### src/rtl/fp32_pkg.sv
// +----------------------------------------------------------------------+
// | fp32_pkg : shared binary32 constants, field layout and helpers       |
// | rev 1.0                                                              |
// +----------------------------------------------------------------------+
`default_nettype none

package fp32_pkg;

  localparam int FP32_EXP_W  = 8;
  localparam int FP32_FRAC_W = 23;
  localparam int FP32_BIAS   = 127;

  localparam logic [31:0] FP32_QNAN    = 32'h7FC00000;
  localparam logic [31:0] FP32_POS_INF = 32'h7F800000;

  typedef struct packed {
    logic                   sign;
    logic [FP32_EXP_W-1:0]  exp;
    logic [FP32_FRAC_W-1:0] frac;
  } fp32_t;

  function automatic logic [31:0] fp32_signed_inf(input logic s);
    return FP32_POS_INF | {s, 31'b0};
  endfunction

endpackage

`default_nettype wire

### src/rtl/fp32_lzc.sv
// +----------------------------------------------------------------------+
// | fp32_lzc : 24-bit leading-zero counter (all-zero input returns 24)   |
// | rev 1.0                                                              |
// +----------------------------------------------------------------------+
`default_nettype none

module fp32_lzc (
  input  logic [23:0] val_i,
  output logic [4:0]  lz_o
);

  // Scan upward so the highest set bit is the last assignment to win.
  always_comb begin
    lz_o = 5'd24;
    for (int i = 0; i < 24; i++) begin
      if (val_i[i]) lz_o = 5'(23 - i);
    end
  end

endmodule

`default_nettype wire

### src/rtl/fp32_adder.sv
// +----------------------------------------------------------------------+
// | fp32_adder : binary32 adder, truncating, one output register stage   |
// | rev 1.0                                                              |
// +----------------------------------------------------------------------+
`default_nettype none

module fp32_adder
  import fp32_pkg::*;
(
  input  logic        clk,
  input  logic        rst,
  input  logic        in_valid,
  input  logic [31:0] a,
  input  logic [31:0] b,
  output logic        out_valid,
  output logic [31:0] out
);

  localparam logic signed [9:0] EXP_MAX = 10'(2 * FP32_BIAS + 1);

  fp32_t a_s, b_s;
  logic  a_nan, b_nan, a_inf, b_inf, a_zero, b_zero, a_big;
  logic [23:0] ma, mb, m_big, m_small, m_shift, diff_m;
  logic [22:0] norm_m, mant_r;
  logic [7:0]  e_big, e_small, e_diff;
  logic [24:0] sum;
  logic [4:0]  lz;
  logic        s_big, s_r;
  logic signed [9:0] exp_r;
  logic [31:0] res_d, out_q;
  logic        out_valid_q;

  assign a_s    = a;
  assign b_s    = b;
  assign a_nan  = (a_s.exp == 8'hFF) && (a_s.frac != '0);
  assign b_nan  = (b_s.exp == 8'hFF) && (b_s.frac != '0);
  assign a_inf  = (a_s.exp == 8'hFF) && (a_s.frac == '0);
  assign b_inf  = (b_s.exp == 8'hFF) && (b_s.frac == '0);
  assign a_zero = (a_s.exp == 8'h00);
  assign b_zero = (b_s.exp == 8'h00);

  assign ma = {1'b1, a_s.frac};
  assign mb = {1'b1, b_s.frac};

  // Mantissa tie-break keeps the result bit-exact under operand swap.
  assign a_big   = (a_s.exp > b_s.exp) || ((a_s.exp == b_s.exp) && (ma >= mb));
  assign m_big   = a_big ? ma : mb;
  assign m_small = a_big ? mb : ma;
  assign e_big   = a_big ? a_s.exp : b_s.exp;
  assign e_small = a_big ? b_s.exp : a_s.exp;
  assign s_big   = a_big ? a_s.sign : b_s.sign;
  assign e_diff  = e_big - e_small;
  assign m_shift = (e_diff >= 8'd24) ? 24'd0 : (m_small >> e_diff);

  assign sum    = {1'b0, m_big} + {1'b0, m_shift};
  assign diff_m = m_big - m_shift;

  fp32_lzc u_lzc (
    .val_i (diff_m),
    .lz_o  (lz)
  );

  assign norm_m = 23'(diff_m << lz);

  always_comb begin
    res_d  = '0;
    s_r    = 1'b0;
    exp_r  = '0;
    mant_r = '0;
    if (a_nan || b_nan) begin
      res_d = FP32_QNAN;
    end else if (a_inf && b_inf && (a_s.sign != b_s.sign)) begin
      res_d = FP32_QNAN;
    end else if (a_inf) begin
      res_d = a;
    end else if (b_inf) begin
      res_d = b;
    end else if (a_zero && b_zero) begin
      res_d = {a_s.sign & b_s.sign, 31'b0};
    end else if (a_zero) begin
      res_d = b;
    end else if (b_zero) begin
      res_d = a;
    end else if (a_s.sign == b_s.sign) begin
      s_r = a_s.sign;
      if (sum[24]) begin
        mant_r = sum[23:1];
        exp_r  = $signed({2'b00, e_big}) + 10'sd1;
      end else begin
        mant_r = sum[22:0];
        exp_r  = $signed({2'b00, e_big});
      end
      res_d = (exp_r >= EXP_MAX) ? fp32_signed_inf(s_r) : {s_r, exp_r[7:0], mant_r};
    end else if (diff_m == '0) begin
      res_d = '0;
    end else begin
      s_r    = s_big;
      mant_r = norm_m;
      exp_r  = $signed({2'b00, e_big}) - $signed({5'b00000, lz});
      if (exp_r <= 10'sd0) res_d = {s_r, 31'b0};
      else                 res_d = {s_r, exp_r[7:0], mant_r};
    end
  end

  always_ff @(posedge clk or posedge rst) begin
    if (rst) begin
      out_q       <= '0;
      out_valid_q <= 1'b0;
    end else begin
      out_valid_q <= in_valid;
      if (in_valid) out_q <= res_d;
    end
  end

  assign out       = out_q;
  assign out_valid = out_valid_q;

endmodule

`default_nettype wire

### config.mk
export PLATFORM = sky130hd
export DESIGN_NAME = fp32_adder
export DESIGN_NICKNAME = d
export VERILOG_FILES = /design/src/rtl/fp32_pkg.sv /design/src/rtl/fp32_lzc.sv /design/src/rtl/fp32_adder.sv
export SDC_FILE = /design/constraint.sdc
export NUM_CORES = 1
export LEC_CHECK = 0
export BUFFER_PORTS_ARGS = -buffer_cell sky130_fd_sc_hd__buf_4
export CAP_MARGIN = 0
export CORE_MARGIN = 5
export CORE_UTILIZATION = 45
export CTS_CLUSTER_SIZE = 10
export DETAILED_ROUTE_END_ITERATION = 16
export PLACE_DENSITY = 0.71
export SETUP_SLACK_MARGIN = 0.02
export SLEW_MARGIN = 20
export SYNTH_ARGS = -nofsm -noshare
export SYNTH_HDL_FRONTEND = slang
export SYNTH_SLANG_ARGS = --single-unit
### constraint.sdc
create_clock -name clk -period 1.14 [get_ports clk]
set_input_delay 0.228 -clock clk [delete_from_list [all_inputs] [get_ports clk]]
set_output_delay 0.228 -clock clk [all_outputs]
set_load 0.02 [all_outputs]
======== Word-level counts from Yosys, hierarchy flattened ========
Cells that the tools add are included.
storage, ports and cells
  register bits ........................... 33
  logic and storage cells ................. 88
operators by class
  add/subtract/negate cells ............... 5
  $lt $le $gt $ge ......................... 5
  equality and inequality tests ........... 5
  shift operators ......................... 2
  multiplexer cells ....................... 51
  bitwise logic cells ..................... 1
  reduce and logical (&&, ||, !) cells .... 17
operator list
  operator               count
  $mux W32               9
  $mux W10               8
  $mux W5                16
  $mux W23               3
  $mux W31               2
  $logic_not A23 Y1      2
  $reduce_bool A23 Y1    2
  $mux W4                8
  $add A24 B24 Y25       1
  $ge A24 B24 Y1         1
  $logic_not A24 Y1      1
  $mux W24               1
  $shl A24 B5 Y23        1
  $shr A24 B8 Y24        1
  $sub A24 B24 Y24       1
  $eq A8 B8 Y1 const B   2
  $logic_not A8 Y1       2
  $mux W8                2
  $ge A10 B9 Y1 const B  1
  $add A8 B1 Y9 const B  1
  $le A9 B1 Y1 const B   1
  $mux W9                1
  $sub A8 B5 Y9          1
  $eq A8 B8 Y1           1
  other kinds (9)        17

======== Longest topological paths before layout ========
  word-level depth ........................ 44
  mapped depth ............................ 58

======== Modules after synthesis ========
Synthesis repeated with hierarchy kept, for this count alone.
unflattened totals
  cell total of the unflattened synthesis .. 1485
  area total of the unflattened synthesis .. 9909.5 um2
by module, submodules not included
  module      times used  cells an instance  area an instance (um2)  seq. area each (um2)
  fp32_adder  1           1437               9644.2                  825.8
  fp32_lzc    1           48                 265.3                   0.0

======== Least setup slack after synthesis ========
No wires, ideal clock.
  path type ............................... input -> register
  start point ............................. input b[28]
  end point ............................... register out_q[16], in the netlist out[16]
  setup time .............................. 0.077 ns
  data arrival time ....................... 10.737 ns
  setup slack ............................. -9.675 ns
  cell stages on the path ................. 53
  cells stage by stage .................... clkbuf_1 inv_1 ha_1 buf_2 nand2_1 nor4_1 o221a_2 o2111ai_4 nand2_1 clkbuf_1 clkbuf_1 buf_1 nor2_1 nor2_1 ha_1 a31oi_1 a211oi_1 a311oi_2 [17 not listed] clkbuf_1 nand2_2 inv_4 buf_6 buf_2 ha_1 nor2b_1 o21ai_0 nand2b_1 a21o_1 a21o_1 xnor2_1 nor4b_1 o21ai_0 o41ai_2 or2_2 or4_1 a21oi_1
on the way
  longest elaborated chain between the ends .. 44
  elaborated cells on any way between the ends .. 73
  classes of those cells .................. add/sub (5); order compare (4); eq/ne (2); shift (2); mux (50); reduce/logical (10)
RTL lines
  item                                                       line               text
  start: declaration                                         fp32_adder.sv:14   input logic [31:0] b,
  branches (longest 43 deep; another with $sub A24 B24 Y24)  --
  $mux W32 (*)                                               fp32_adder.sv:70   if (a_nan || b_nan) begin
  end signal: assignment                                     fp32_adder.sv:111  if (in_valid) out_q <= res_d;
  end: declaration                                           fp32_adder.sv:30   logic [31:0] res_d, out_q;
Every way passes the cells marked *. The select of a mux whose other input is x is not followed.
A chain may end at the register's enable or synchronous reset.

======== Worst setup path in the final report ========
  start point ............................. input b[30]
  end point ............................... register out_q[16], in the netlist out[16]
Same word-level chain as after synthesis.

==> impl_metrics.tcl <==
set metrics [dict create \
    grt_max_degree 46 \
    r2r_setup_slack_ns -0.10 \
    start_util_pct 45.89 \
    synth_top_family_by_area "compound AO/OA/AOI/OAI gates" \
    wirelength_um 60280 \
    hold_path.startpoint "b[17]" \
    rr_endpoint "out[22]$_DFFE_PP0P_" \
    fin_nets 2419 \
    pin_count 100 \
    setup_tns_ns -244.91 \
    p_leak_uw 0.008627 \
    grt_pass1_vias 15767 \
    h-tree-depth 2 \
    yosys.area_share.simple_pct 25.05 \
    met1_usage_pct 50.76 \
    grt-busiest-layer "met2" \
    clk_pin_slew_worst_paths_ns 0.06 \
    tightest_slew_ns 1.412 \
    die_w_um 162.4 \
    hold_depth 3 \
    maxSlewHeadroom_pct 5.518 \
    rows 55 \
    yosysSeqAreaShare_pct 7.899 \
    wl_per_cell_um 23.39 \
    ys_ff_latch 33 \
    synth_edf_count 0 \
    gr-total-overflow 0 \
    syn_area_um2 10450 \
    path_max_fanout 5 \
    synth-compound-area-share_pct 35.04 \
    cts-buffers-inserted 5 \
    synth_cells 1552 \
    setup_viol 34 \
    synth_fa_ha_area_share_pct 10.87 \
    skew_ns 0 \
    place_hpwl_um 46990 \
    io_buffers 99 \
    clock-root-buffer "clkbuf_16" \
    drt_iter0_markers 2120 \
    fmaxAchievable_mhz 111.0 \
    grt_pass1_wl_um 87380 \
    ant_nets 0 \
    slew_viol_final 0 \
    rsz0062_at_grt "yes" \
    worst_slack_ns -7.868 \
    gp_congestion 1.046 \
    antenna_found_initial 0 \
    dp_slack_ns -8.220 \
    gr-usage-met2_pct 70.05 \
    period_needed_ns 9.008 \
    viasPerCell 6.350 \
    insertedDiodeCount 0 \
    crit_path_top_delay_cell "or4_4" \
    drive_gt1_share_pct 46.16 \
    synthMuxAreaShare_pct 9.360 \
    power_density_nw_per_um2 1412 \
    die_h_um 162.4 \
    cp-endpoint "out[16]$_DFFE_PP0P_" \
    ys_types 99 \
    finalHoldViolCount 0 \
    path_common_cell "buf_4" \
    avgSynthCellArea_um2 6.736 \
    fin_crit_sh_pct 790.2 \
    hp-class "in2reg" \
    arrival_ns 9.23 \
    worstSkewPairLatency_ns 0.29 \
    synth-main-ff-cell "dfrtp_1" \
    max_cap_viol_count 0 \
    crit_start "b[30]" \
    area_growth_pct 74.45 \
    yosysTopAreaCell "ha_1" \
    cts_tree "yes" \
    ir_drop_mv 1.125 \
    synthXorXnorAreaFrac_pct 4.524 \
    utilization_pct 80.06 \
    dieArea_um2 26380 \
    num_vias 16364 \
    placed_area_um2 16340 \
    cts.sinks 33 \
    status "complete, but fails checks" \
    r2r_start "out[22]$_DFFE_PP0P_" \
    crit_required_ns 1.36 \
    met3_usage_pct 7.694 \
    critPathLaunchType "input port" \
    violations "setup timing" \
    design_area_um2 18240 \
    grtUsageTotal_pct 42.08 \
    synth_top_area_share_pct 10.29 \
    synthArstFlopShare_pct 100.0 \
    drc 0 \
    dr.pass1.iters 6 \
    ys_warn_count 0 \
    synth_area_leaders "ha_1, dfrtp_1, mux2i_1" \
    cp-end-kind "flop" \
    core_um2 22780 \
    path_class "in2reg" \
    worst_path_largest_cell_delay_ns 0.51 \
    cts_buffer_depth 2 \
    worstRegToRegCells 5 \
    synth_nets 1708 \
]
## through the flow
step | power (uW) | hold WS, ns | std cells
3_5_place_dp | 20680 | 0.1131 | 2497
2_1_floorplan | 11540 | 0.2594 | 1552
4_1_cts | 23960 | 0.2156 | 2558
3_3_place_gp | 20450 | 0.1123 | 2497
5_1_grt | 26810 | 0.2172 | 2577
6_report | 25750 | 0.2167 | 2577
## cell usage in the layout, fill, tap and decap left out, types with 42 or more instances in the layout
cell type / synthesis / layout
buf_6: 2 / 42
nor2_1: 136 / 120
inv_1: 101 / 90
a21oi_1: 134 / 112
nand2_1: 164 / 147
mux2i_1: 82 / 81
ha_1: 86 / 61
o21ai_0: 119 / 86
buf_4: 1 / 740
## cell families (layout without fill, tap and decap cells)
group | count (synthesis) | in the layout
AO/OA/AOI/OAI | 546 | 546
AND/OR/NAND/NOR | 543 | 544
buffers and inverters | 193 | 904
multiplexers | 94 | 94
adder cells (fa/ha/maj) | 89 | 89
XOR/XNOR | 54 | 54
flip-flops | 33 | 33
## layout make-up
cell class / instances / area, um2
timing repair buffer: 791 / 6198
clock inverter: 3 / 46.29
fill: 1589 / 4542
inverter: 105 / 429.2
sequential: 33 / 828.3
tap: 313 / 391.6
multi-input combinational: 1327 / 10220
clock buffer: 5 / 125.1
## worst min path at each step
stage / to / slack, ns
2_1_floorplan: out_valid$_DFF_PP0_ / 0.26
3_3_place_gp: out[27]$_DFFE_PP0P_ / 0.11
3_5_place_dp: out[27]$_DFFE_PP0P_ / 0.11
4_1_cts: out[17]$_DFFE_PP0P_ / 0.22
5_1_grt: out[17]$_DFFE_PP0P_ / 0.22
6_report: out[17]$_DFFE_PP0P_ / 0.22
## layer usage
metal | up-vias | wire [um]
met3 | 380 | 6422
met2 | 1173 | 26960
met5 | - | 0
met1 | 7609 | 22050
li1 | 7202 | -
met4 | 0 | 4845
## Yosys cell counts (all sizes together) (21+ instances only)
cell      n
o211ai   23
nor3     41
nor4     23
nor2    137
xnor2    44
a21oi   137
a211oi   25
dfrtp    33
and3     22
clkbuf   67
mux2i    82
nand2   165
ha       86
a21o     22
nand2b   22
buf      21
nand3    42
inv     104
o21ai   131
## power by group
group	total (uW)	switching, uW	internal (uW)
Sequential	1960	403	1560
Combinational	22100	11700	10500
Clock	1640	603	1040
Total	25700	12700	13100
## timing repair
action | in CTS | in global routing
cloned | 1 | 0
hold endpoints to repair | 1 | 0
pin swaps | 93 | 75
setup endpoints to repair | 38 | 39
resized for setup | 159 | 97
setup buffers | 56 | 24
hold buffers | 1 | 0
## critical path: cells and delay by family
family	cells	cell delay (ns)
AO/OA/AOI/OAI	19	3.83
XOR/XNOR	1	0.15
adder cells (fa/ha/maj)	3	0.77
buffers and inverters	8	1.01
AND/OR/NAND/NOR	16	3.23
## registers in the layout, summed over array words and instances (netlist names)
register,cells
out,32
out_valid,1
No activity file was read; power rests on OpenSTA's default activity.
